[config.mk]
export PLATFORM = sky130hd
export DESIGN_NAME = my_cy_counter
export DESIGN_NICKNAME = d
export VERILOG_FILES = /design/src/rtl/my_cy_counter.sv
export SDC_FILE = /design/constraint.sdc
export NUM_CORES = 1
export LEC_CHECK = 0
export BUFFER_PORTS_ARGS = -buffer_cell sky130_fd_sc_hd__buf_2
export CORE_MARGIN = 5
export CORE_UTILIZATION = 49
export DETAILED_ROUTE_END_ITERATION = 10
export PLACE_DENSITY = 0.79
export SLEW_MARGIN = 40
export SYNTH_ARGS = -nofsm -noshare
export SYNTH_HDL_FRONTEND = slang
export SYNTH_SLANG_ARGS = --single-unit
[constraint.sdc]
create_clock -name C -period 3.2 [get_ports C]
set_clock_uncertainty 0.05 [all_clocks]
set_input_delay 0.8 -clock C [delete_from_list [all_inputs] [get_ports C]]
set_output_delay 0.8 -clock C [all_outputs]
set_load 0.05 [all_outputs]
[src/rtl/my_cy_counter.sv]
// Up/down counter with programmable step, registered carry/borrow pulse and terminal-count flag.
// Define MY_CY_COUNTER_SAT_EN to clamp on overflow instead of wrapping.
module my_cy_counter #(
  parameter int               WIDTH = 8,
  parameter logic [WIDTH-1:0] INIT  = '0
) (
  input  logic             C,
  input  logic             R,
  input  logic             CE,
  input  logic             LOAD,
  input  logic [WIDTH-1:0] D,
  input  logic [WIDTH-1:0] STEP,
  input  logic             UP,
  output logic [WIDTH-1:0] Q,
  output logic             CO,
  output logic             TC
);

  logic [WIDTH:0]   sum;
  logic [WIDTH:0]   dif;
  logic [WIDTH:0]   res;
  logic [WIDTH-1:0] nxt;

  // top bit of the widened result is carry (add) or borrow (subtract)
  assign sum = {1'b0, Q} + {1'b0, STEP};
  assign dif = {1'b0, Q} - {1'b0, STEP};
  assign res = UP ? sum : dif;

`ifdef MY_CY_COUNTER_SAT_EN
  assign nxt = res[WIDTH] ? (UP ? '1 : '0) : res[WIDTH-1:0];
`else
  assign nxt = res[WIDTH-1:0];
`endif

  always_ff @(posedge C) begin
    priority case (1'b1)
      R: begin
        Q  <= INIT;
        CO <= 1'b0;
      end
      CE && LOAD: begin
        Q  <= D;
        CO <= 1'b0;
      end
      CE: begin
        Q  <= nxt;
        CO <= res[WIDTH];
      end
      default: begin
        CO <= 1'b0;
      end
    endcase
  end

  assign TC = UP ? (&Q) : (~|Q);

endmodule

==> impl_metrics.toml <==
[outcome]
outcome = "finished clean"

[synth]
synth-xor-area-share_pct = 10.9
netlist_instances = 114
synth_top_family_by_area = "simple AND/OR/NAND/NOR gates"
async_flop_share_pct = 0
yosysSeqAreaShare_pct = 20.3
synthMuxAreaShare_pct = 3.53
synth_flop_cell = "dfxtp_1"
synth.distinct_cells = 34
avgSynthCellArea_sq_um = 7.78
synth_compound_area_share_pct = 22.7
synth-adder-area-share_pct = 15.0
synth.cell_area_sq_um = 887
synth_edf_count = 0
syn-num-nets = 145
synth_warnings = 0
ys_ff_latch = 9
yosys.area_share.simple_pct = 22.8

[placed_design]
dp_hpwl_um = 1860
portBuffers = 30
placed_cells = 166
placed_cell_area_sq_um = 1060
globalplace.congestion = 0.930
place_ws_ps = 140

[cells_and_area]
instances_no_fill = 170
mostFrequentLayoutCells = "30 x buf_2, 18 x nor2_1, 9 x dfxtp_1, 9 x xor2_1, 9 x ha_1"
area_growth_pct = 22.4
n_antenna_cell = 0
fillers = 173
final_common_cell = "buf_2"
drive_above_1_share_pct = 26.2
post-route-util_pct = 62.9
final_nets = 177
design_area_sq_um = 1090

[clocking]
clk_pin_slew_ps = 60
cts_buffers = 3
cts_buffer_depth = 2
cts-resized-gates = 0
cts_root_buffer = "clkbuf_4"
clk_latency_ps = 260
htree_levels = 1
cts_sinks = 9
hold_buffers = 0
cts_setup_buffers = 0
cts_tree = "yes"

[floorplanning]
num_io_pins = 31
rows = 15
fp.dieW_um = 52.6
die-area_sq_um = 2760
chipHeight_um = 52.6
core_area_sq_um = 1730
initial_core_util_pct = 51.4

[setup_path]
worst-path-max-fanout = 4
end_kind = "register"
crit_type = "in2reg"
startpoint_type = "input port"
arrival_ps = 2890
crit_required_ps = 3310

[global_routing]
grt_pass1_wl_um = 3910
grt_pass1_vias = 914
grt.total_usage_pct = 19.2
met2_usage_pct = 33.9
grt_overflow = 0
grt_start_max_net_pins = 18
grtUsageMet3_pct = 5.13
top_usage_layer = "met2"
antenna_found_initial = 0
met1_usage_pct = 21.5

[hold_path]
min_path_type = "reg2reg"

[sta]
min_period_over_period_pct = 86.9
report.final.slew_viol_count = 0
timing.final.crit_period_ps = 2780
hold_ws_ps = 496
fmax_mhz = 360
setup_viol = 0
slew_headroom_pct = 74.8
worst_pin_slew_ps = 375
rsz0062_at_grt = "no"
worst_slack_ps = 421
finalHoldViolations = 0
fin_tns_setup_ps = 0

[route]
post_drt_wl_per_cell_um = 13.1
vias = 943
postRouteAntennaNets = 0
drc = 0
drt_iter0_markers = 18
viasPerCell = 5.55
first_pass_iters = 6
wl_um = 2230

[power_and_ir_drop]
total_power_mw = 0.439
powerDensity_nw_per_um2 = 404
leakagePower_nw = 0.513
ir_drop_mv = 0.293

[job]
drv_cap = 0
==> synthesized netlist by cell type, types with 3 or more instances <==
master	count	area [sq um]
nor2_1	18	67.6
dfxtp_1	9	180
ha_1	9	113
xor2_1	9	78.8
inv_1	7	26.3
a21oi_1	6	30.0
a31oi_1	5	31.3
nand2_1	5	18.8
nor3_1	5	25.0
a211oi_1	3	22.5
clkbuf_1	3	11.3
nor2b_1	3	18.8
o21ai_0	3	15.0
o22ai_1	3	18.8
o31ai_1	3	22.5
==> layer usage <==
layer  part of all wire [%]  wire, um
met1                     43       966
met2                     51      1130
met3                    4.0        88
met4                    1.8        39
met5                      0         0
==> critical path, cell delays in order <==
cell,delay (ps)
buf_2,130
or3_4,420
nor3_4,140
a31oi_1,120
xnor2_1,140
ha_1,190
or4_1,520
o22ai_1,170
xor2_1,200
nor2_1,60
==> state kept, by name (all words and copies together) (netlist names) <==
register  cells
Q             8
CO            1
==> final cells by class <==
class	instances	area (sq um)	area share, %
clock buffer	4	26.3	2.42
inverter	7	26.3	2.42
multi-input combinational	94	664	61.2
sequential	9	180	16.6
tap	25	31.3	2.88
timing repair buffer	31	158	14.5
==> report_power, final <==
group | switching, mW | total, mW | internal (mW)
clock network | 0.0388 | 0.0868 | 0.0480
logic | 0.131 | 0.215 | 0.0835
registers | 0.0144 | 0.137 | 0.123
total | 0.185 | 0.439 | 0.254
==> kinds of logic after synthesis <==
kind of cell | after synthesis
compound gates | 30
fa+ha+maj | 10
simple gates | 40
flops | 9
mux | 3
buf+inv | 11
xor+xnor | 11
==> worst paths after layout <==
| kind | from | end | slack, ps | cells past startpoint |
|---|---|---|---|---|
| setup / recovery | STEP[2] | CO$_SDFF_PP0_ | 420 | 10 |
| hold / removal | Q[3]$_SDFFE_PP0P_ | Q[3]$_SDFFE_PP0P_ | 500 | 2 |
| setup reg to reg | Q[0]$_SDFFE_PP0P_ | CO$_SDFF_PP0_ | 1090 | 9 |
| hold reg to reg | Q[3]$_SDFFE_PP0P_ | Q[3]$_SDFFE_PP0P_ | 500 | 2 |
Note: power is estimated with default switching activity, not from simulation.
